<file path="config.mk">
export PLATFORM = sky130hd
export DESIGN_NAME = memory_board
export DESIGN_NICKNAME = d
export VERILOG_FILES = /design/src/rtl/memory_board.sv
export SDC_FILE = /design/constraint.sdc
export NUM_CORES = 1
export LEC_CHECK = 0
export CAP_MARGIN = 5
export CORE_ASPECT_RATIO = 1.5
export CORE_MARGIN = 10
export CORE_UTILIZATION = 40
export CTS_CLUSTER_SIZE = 25
export DETAILED_ROUTE_END_ITERATION = 6
export GPL_TIMING_DRIVEN = 0
export SLEW_MARGIN = 20
export SYNTH_ARGS = -nofsm -noshare
export SYNTH_HDL_FRONTEND = slang
export SYNTH_SLANG_ARGS = --single-unit
</file>
<file path="constraint.sdc">
create_clock -name clk -period 8 [get_ports clk]
set_clock_uncertainty 0.05 [all_clocks]
set_input_delay 1.2 -clock clk [delete_from_list [all_inputs] [get_ports clk]]
set_output_delay 1.2 -clock clk [all_outputs]
set_load 0.1 [all_outputs]
</file>
<file path="src/rtl/memory_board.sv">
// ---------------------------------------------------------------------------
// memory_board -- two-player "memory" (pairs) card game engine.
//
// Cards are stored as a ROWS x COLS grid of SYM_W-bit symbols, indexed
// y*COLS+x. Players alternate turns of two picks. A matching pair scores for
// the active player, who keeps the turn; a mismatched pair stays face-up for
// HIDE_S seconds and then the turn passes. A per-pick timer auto-picks the
// lowest free card after TIMEOUT_S seconds without a pick.
//
// Ports
//   clk            : sole clock, rising edge
//   rst            : asynchronous, active-low reset
//   btn_select     : one-cycle pick pulse for the card under (pos_x, pos_y)
//   pos_x, pos_y   : cursor position
//   sec_tick       : one-cycle pulse once per second
//   load_en        : symbol write strobe (accepted in FIRST or DONE only);
//                    an accepted write also starts a fresh game
//   load_addr      : card index to write
//   load_sym       : symbol value to write
//   revealed       : face-up flag per card
//   matched        : matched flag per card
//   card_sym       : symbol of the most recently flipped card
//   card_valid     : one-cycle pulse when a card is flipped
//   player         : active player (0/1)
//   score0, score1 : per-player pair count, saturating at ROWS*COLS/2
//   match_pulse    : one-cycle pulse on a matching pair
//   mismatch_pulse : one-cycle pulse on a mismatched pair
//   timeout_pulse  : one-cycle pulse when the timer forced a pick
//   game_over      : level, set when every card is matched
// ---------------------------------------------------------------------------
module memory_board #(
    parameter int ROWS      = 4,
    parameter int COLS      = 4,
    parameter int SYM_W     = 3,
    parameter int TIMEOUT_S = 30,
    parameter int HIDE_S    = 2
) (
    input  logic                                  clk,
    input  logic                                  rst,
    input  logic                                  btn_select,
    input  logic [$clog2(COLS)-1:0]               pos_x,
    input  logic [$clog2(ROWS)-1:0]               pos_y,
    input  logic                                  sec_tick,
    input  logic                                  load_en,
    input  logic [$clog2(ROWS*COLS)-1:0]          load_addr,
    input  logic [SYM_W-1:0]                      load_sym,
    output logic [ROWS*COLS-1:0]                  revealed,
    output logic [ROWS*COLS-1:0]                  matched,
    output logic [SYM_W-1:0]                      card_sym,
    output logic                                  card_valid,
    output logic                                  player,
    output logic [$clog2(ROWS*COLS/2+1)-1:0]      score0,
    output logic [$clog2(ROWS*COLS/2+1)-1:0]      score1,
    output logic                                  match_pulse,
    output logic                                  mismatch_pulse,
    output logic                                  timeout_pulse,
    output logic                                  game_over
);

    localparam int N       = ROWS * COLS;
    localparam int IDX_W   = $clog2(N);
    localparam int X_W     = $clog2(COLS);
    localparam int Y_W     = $clog2(ROWS);
    localparam int SC_W    = $clog2(N / 2 + 1);
    localparam int TIMER_W = $clog2(TIMEOUT_S + 1);
    localparam int HIDE_W  = $clog2(HIDE_S + 1);

    typedef enum logic [2:0] {
        FIRST  = 3'd0,
        SECOND = 3'd1,
        CHECK  = 3'd2,
        HIDE   = 3'd3,
        DONE   = 3'd4
    } state_t;

    state_t stateReg;
    state_t stateNext;

    // Symbol storage. The reset pattern must be applied to every entry, so
    // this is held in registers rather than a RAM macro.
    logic [SYM_W-1:0]   symMem [N];

    logic [IDX_W-1:0]   aReg;
    logic [IDX_W-1:0]   bReg;
    logic [SYM_W-1:0]   symAReg;
    logic [TIMER_W-1:0] turnTimerReg;
    logic [HIDE_W-1:0]  hideCntReg;

    // Control strobes from the FSM decode
    logic               flip;
    logic               autoPick;
    logic [IDX_W-1:0]   flipIdx;
    logic               setMatch;
    logic               mismatch;
    logic               hideDone;

    logic               inTurn;
    logic               posInRange;
    logic               addrInRange;
    logic [IDX_W-1:0]   pickIdx;
    logic               btnValid;
    logic               timeoutHit;
    logic               loadAcc;
    logic               freeFound;
    logic [IDX_W-1:0]   freeIdx;
    logic               allMatchAfter;

    logic [N-1:0]       pairMask;
    logic [N-1:0]       revealedNext;
    logic [N-1:0]       matchedNext;

    // ------------------------------------------------------------------
    // Pick qualification
    // ------------------------------------------------------------------
    // Compare one bit wider than the cursor so non-power-of-2 boards can
    // flag positions past the last row/column.
    assign posInRange  = ({1'b0, pos_x} < (X_W + 1)'(COLS)) &&
                         ({1'b0, pos_y} < (Y_W + 1)'(ROWS));
    assign addrInRange = ({1'b0, load_addr} < (IDX_W + 1)'(N));
    assign pickIdx     = IDX_W'(int'(pos_y) * COLS + int'(pos_x));

    assign inTurn   = (stateReg == FIRST) || (stateReg == SECOND);
    assign btnValid = btn_select && posInRange &&
                      !revealed[pickIdx] && !matched[pickIdx];
    // The timer "reaches" TIMEOUT_S on the tick that would take it there;
    // the forced pick happens on that same edge.
    assign timeoutHit = inTurn && sec_tick &&
                        (turnTimerReg == TIMER_W'(TIMEOUT_S - 1));
    assign loadAcc  = load_en && ((stateReg == FIRST) || (stateReg == DONE));

    // Lowest-index card that is neither face-up nor matched.
    always_comb begin
        freeFound = 1'b0;
        freeIdx   = '0;
        for (int i = N - 1; i >= 0; i--) begin
            if (!revealed[i] && !matched[i]) begin
                freeFound = 1'b1;
                freeIdx   = IDX_W'(i);
            end
        end
    end

    // ------------------------------------------------------------------
    // Per-card flag update
    // ------------------------------------------------------------------
    generate
        for (genvar gi = 0; gi < N; gi++) begin : g_card
            assign pairMask[gi] = (aReg == IDX_W'(gi)) || (bReg == IDX_W'(gi));

            assign revealedNext[gi] =
                loadAcc                                     ? 1'b0 :
                (flip && (flipIdx == IDX_W'(gi)))           ? 1'b1 :
                ((setMatch || hideDone) && pairMask[gi])    ? 1'b0 :
                                                              revealed[gi];

            assign matchedNext[gi] =
                loadAcc                     ? 1'b0 :
                (setMatch && pairMask[gi])  ? 1'b1 :
                                              matched[gi];
        end
    endgenerate

    // Decided from the current flags and the A/B pair only, so the game-over
    // decision does not loop through the FSM decode.
    assign allMatchAfter = &(matched | pairMask);

    // ------------------------------------------------------------------
    // FSM: state register
    // ------------------------------------------------------------------
    always_ff @(posedge clk or negedge rst) begin
        if (!rst) begin
            stateReg <= FIRST;
        end else begin
            stateReg <= stateNext;
        end
    end

    // ------------------------------------------------------------------
    // FSM: next state and control strobes
    // ------------------------------------------------------------------
    always_comb begin
        stateNext = stateReg;
        flip      = 1'b0;
        autoPick  = 1'b0;
        flipIdx   = '0;
        setMatch  = 1'b0;
        mismatch  = 1'b0;
        hideDone  = 1'b0;

        if (loadAcc) begin
            stateNext = FIRST;
        end else begin
            case (stateReg)
                FIRST, SECOND: begin
                    // A valid button press pre-empts a coinciding timeout.
                    // An invalid press does not, so the timer cannot stall.
                    if (btnValid) begin
                        flip    = 1'b1;
                        flipIdx = pickIdx;
                    end else if (timeoutHit && freeFound) begin
                        flip     = 1'b1;
                        autoPick = 1'b1;
                        flipIdx  = freeIdx;
                    end
                    if (flip) begin
                        stateNext = (stateReg == FIRST) ? SECOND : CHECK;
                    end
                end
                CHECK: begin
                    // card_sym still holds card B's symbol here.
                    if (card_sym == symAReg) begin
                        setMatch  = 1'b1;
                        stateNext = allMatchAfter ? DONE : FIRST;
                    end else begin
                        mismatch  = 1'b1;
                        stateNext = HIDE;
                    end
                end
                HIDE: begin
                    if (sec_tick && (hideCntReg == HIDE_W'(HIDE_S - 1))) begin
                        hideDone  = 1'b1;
                        stateNext = FIRST;
                    end
                end
                DONE: begin
                    stateNext = DONE;
                end
                default: begin
                    stateNext = FIRST;
                end
            endcase
        end
    end

    // ------------------------------------------------------------------
    // Datapath
    // ------------------------------------------------------------------
    always_ff @(posedge clk or negedge rst) begin
        if (!rst) begin
            for (int i = 0; i < N; i++) begin
                symMem[i] <= SYM_W'(i / 2);
            end
            revealed       <= '0;
            matched        <= '0;
            card_sym       <= '0;
            card_valid     <= 1'b0;
            player         <= 1'b0;
            score0         <= '0;
            score1         <= '0;
            match_pulse    <= 1'b0;
            mismatch_pulse <= 1'b0;
            timeout_pulse  <= 1'b0;
            game_over      <= 1'b0;
            aReg           <= '0;
            bReg           <= '0;
            symAReg        <= '0;
            turnTimerReg   <= '0;
            hideCntReg     <= '0;
        end else begin
            revealed       <= revealedNext;
            matched        <= matchedNext;
            card_valid     <= flip;
            match_pulse    <= setMatch;
            mismatch_pulse <= mismatch;
            timeout_pulse  <= autoPick;

            if (flip) begin
                card_sym <= symMem[flipIdx];
                if (stateReg == FIRST) begin
                    aReg    <= flipIdx;
                    symAReg <= symMem[flipIdx];
                end else begin
                    bReg <= flipIdx;
                end
            end

            if (loadAcc && addrInRange) begin
                symMem[load_addr] <= load_sym;
            end

            // Turn timer: runs only while waiting for a pick.
            if (loadAcc || flip || timeoutHit || !inTurn) begin
                turnTimerReg <= '0;
            end else if (sec_tick) begin
                turnTimerReg <= turnTimerReg + TIMER_W'(1);
            end

            if ((stateReg != HIDE) || hideDone) begin
                hideCntReg <= '0;
            end else if (sec_tick) begin
                hideCntReg <= hideCntReg + HIDE_W'(1);
            end

            if (loadAcc) begin
                score0 <= '0;
                score1 <= '0;
            end else if (setMatch) begin
                if (!player && (score0 != SC_W'(N / 2))) begin
                    score0 <= score0 + SC_W'(1);
                end
                if (player && (score1 != SC_W'(N / 2))) begin
                    score1 <= score1 + SC_W'(1);
                end
            end

            if (loadAcc) begin
                player <= 1'b0;
            end else if (hideDone) begin
                player <= ~player;
            end

            if (loadAcc) begin
                game_over <= 1'b0;
            end else if (setMatch && allMatchAfter) begin
                game_over <= 1'b1;
            end
        end
    end

endmodule

</file>
==> impl_metrics.toml <==
[timing]
finalSetupTns_ns = 0
hold_viol_final = 0
slew_headroom = 0.313
fin_crit_ns = 4.77
final-setup-viol-count = 0
hold_ws_ns = 0.456
fin_crit_sh = 0.597
rsz0062_at_grt = "no"
final.setup.worst_slack_ns = 3.23
maxSlewViolCount = 0
worst_pin_slew_ns = 1.03
fmax_ghz = 0.209

[power]
powerDensity_nw_per_um2 = 369
switching_share = 0.445
power.internal_mw = 1.61
seqPwrFrac = 0.349
p_clk_frac = 0.234
comb_power_share = 0.417
peakVddDrop_mv = 0.232
p_leak_nw = 3.26
p_switching_mw = 1.29

[route]
drc = 0
first_pass_iters = 6
wl_per_cell_um = 22.2
wirelength_um = 20500
vias = 5559
ant_nets = 0
vias_per_cell = 6.02
drt_iter0_drc = 420

[die]
die_x_um = 124
die_y_um = 175
die_area_sq_um = 21700
ioPinCount = 65
core_sq_um = 15700
initial_utilization = 0.410
row_count = 56

[clock_network]
hold_buffers = 0
insertion_delay_ns = 0.41
clock_path_buffers = 2
cts_buffers = 17
ctsResizeCount = 0
clockRootBuffer = "clkbuf_16"
cts_setup_buffers = 0
cts_tree = "yes"
cts.sinks = 118
cts.htree.levels = 4
clk_pin_slew_ns = 0.05

[cells_and_area]
final_cell_mix = "dfrtp_1 (94), nand2_1 (62), nor2_1 (61)"
drive_above_1_share = 0.193
area_growth_pct = 22.0
final_common_cell = "dfrtp_1"
antennaDiodeCount = 0
fin_util = 0.500
num-nets-final = 731
fin_area_sq_um = 7850

[yosys]
ys_ff_latch = 118
synth_area_sq_um = 6440
synth_warnings = 0
synth_seq_area_share = 0.463
synthArstFlopShare = 1.00
synth.avg_cell_area_sq_um = 10.3
postSynthCellCount = 628
synth_edf_count = 0
synthFlopType = "dfrtp_1"
yosysUniqueCellTypes = 76
synthesis.nets = 651

[grt]
grt_pass1_vias = 5749
track_usage = 0.191
grt_max_degree = 62
grt-ovfl-total = 0
grt_pass1_wl_um = 32100
antenna_found_initial = 0

[placed_design]
place_congestion = 0.941
hpwl_um = 15800
port_buffers = 60
place_area_sq_um = 7320
dp_slack_ns = 2.89

[worst_setup_path]
startpoint_type = "input pin"
rrSetupSlack_ns = 4.04
r2r_start = "matched[2]"
worstRegToRegCells = 10
cp.arrival_ns = 5.00
required_ns = 8.22
end_kind = "flip-flop"
critical_path.max_fanout = 10
r2r-end = "card_sym[0]"
path_class = "in -> reg"

[run_status]
status = "finished clean"

[worst_hold_path]
whs_path_depth = 1
hold_end = "symMem[19]"
hold_path_startpoint = "symMem[19]"
hold_class = "reg -> reg"

[run]
cap_violations = 0
==> registers in the layout (all words and copies together) (netlist names), 2 cells and up <==
name / cells
symMem: 48
matched: 16
revealed: 16
turnTimerReg: 5
aReg: 4
bReg: 4
score0: 4
score1: 4
card_sym: 3
stateReg: 3
symAReg: 3
hideCntReg: 2
==> cell usage after synthesis, types with 9 or more instances <==
| master | number | share of area |
|---|---|---|
| a21oi_1 | 17 | 0.013 |
| o22ai_1 | 33 | 0.032 |
| nand2_1 | 62 | 0.036 |
| o22a_1 | 9 | 0.012 |
| mux2_2 | 52 | 0.091 |
| a22o_1 | 13 | 0.018 |
| a32o_1 | 14 | 0.022 |
| nand3_1 | 11 | 0.0085 |
| inv_1 | 15 | 0.0087 |
| clkbuf_1 | 17 | 0.0099 |
| nand4_1 | 10 | 0.0097 |
| dfrtp_1 | 94 | 0.37 |
| o21ai_0 | 17 | 0.013 |
| nor3_1 | 12 | 0.0093 |
| xor2_1 | 11 | 0.015 |
| mux2i_1 | 15 | 0.023 |
| nand2b_1 | 17 | 0.017 |
| a31oi_1 | 9 | 0.0087 |
| dfstp_2 | 24 | 0.098 |
| nor2_1 | 61 | 0.036 |
==> metal layers <==
layer / vias up / track usage / wire [um]
li1: 2533 / - / -
met1: 2712 / 0.200 / 7520
met2: 245 / 0.334 / 10500
met3: 69 / 0.0411 / 1270
met4: 0 / 0.117 / 1220
met5: - / 0 / 0
==> worst max-delay path, stage by stage <==
cell	delay, ns
clkdlybuf4s50_1	0.52
nor4bb_1	0.20
or4_1	0.62
or3_4	0.40
nand3_2	0.22
mux2i_2	0.55
buf_4	0.34
mux2i_1	0.32
o21ai_0	0.17
nor3_1	0.31
a31oi_1	0.13
==> worst max-delay path by stage <==
| stage | start | end | slack, ns | cells after the start |
|---|---|---|---|---|
| after detailed placement | pos_x[1] | card_sym[0] | 2.89 | 11 |
| after CTS | pos_x[1] | card_sym[0] | 3.31 | 11 |
| after floorplan | pos_x[1] | symAReg[0] | 4.19 | 10 |
| final | pos_x[1] | card_sym[0] | 3.23 | 11 |
| after global placement | rst | timeout_pulse | 1.35 | 1 |
| after global routing | pos_x[1] | card_sym[0] | 3.15 | 12 |
==> per-stage QoR <==
stage          power [mW]  std cells
2_1_floorplan        1.85        628
3_3_place_gp         2.19        891
3_5_place_dp         2.22        892
4_1_cts              2.90        923
5_1_grt              3.03        923
6_report             2.90        923
==> power by group through the flow <==
stage / Combinational (mW) / Clock [mW] / Sequential (mW)
final: 1.21 / 0.678 / 1.01
after global routing: 1.28 / 0.719 / 1.03
after CTS: 1.21 / 0.690 / 1.01
after detailed placement: 1.20 / 0 / 1.02
after floorplan: 0.545 / 0 / 1.30
after global placement: 1.18 / 0 / 1.01
==> kinds of logic (layout without fill, tap and decap cells) <==
kind of cell | count (synthesis) | after routing | synth area share
adder cells (fa/ha/maj) | 7 | 7 | 0.0136
AO/OA/AOI/OAI | 155 | 155 | 0.181
AND/OR/NAND/NOR | 225 | 225 | 0.176
buffers and inverters | 39 | 131 | 0.0251
flip-flops | 118 | 118 | 0.463
multiplexers | 70 | 70 | 0.122
XOR/XNOR | 14 | 14 | 0.0190
==> cell type report <==
class,count,area (sq um)
fill,1459,7840
multi-input combinational,471,3290
sequential,118,2980
timing repair buffer,61,629
clock buffer,18,429
tap,203,254
buffer,24,105
clock inverter,13,101
inverter,15,56.3
No activity file was read; power rests on OpenSTA's default activity.
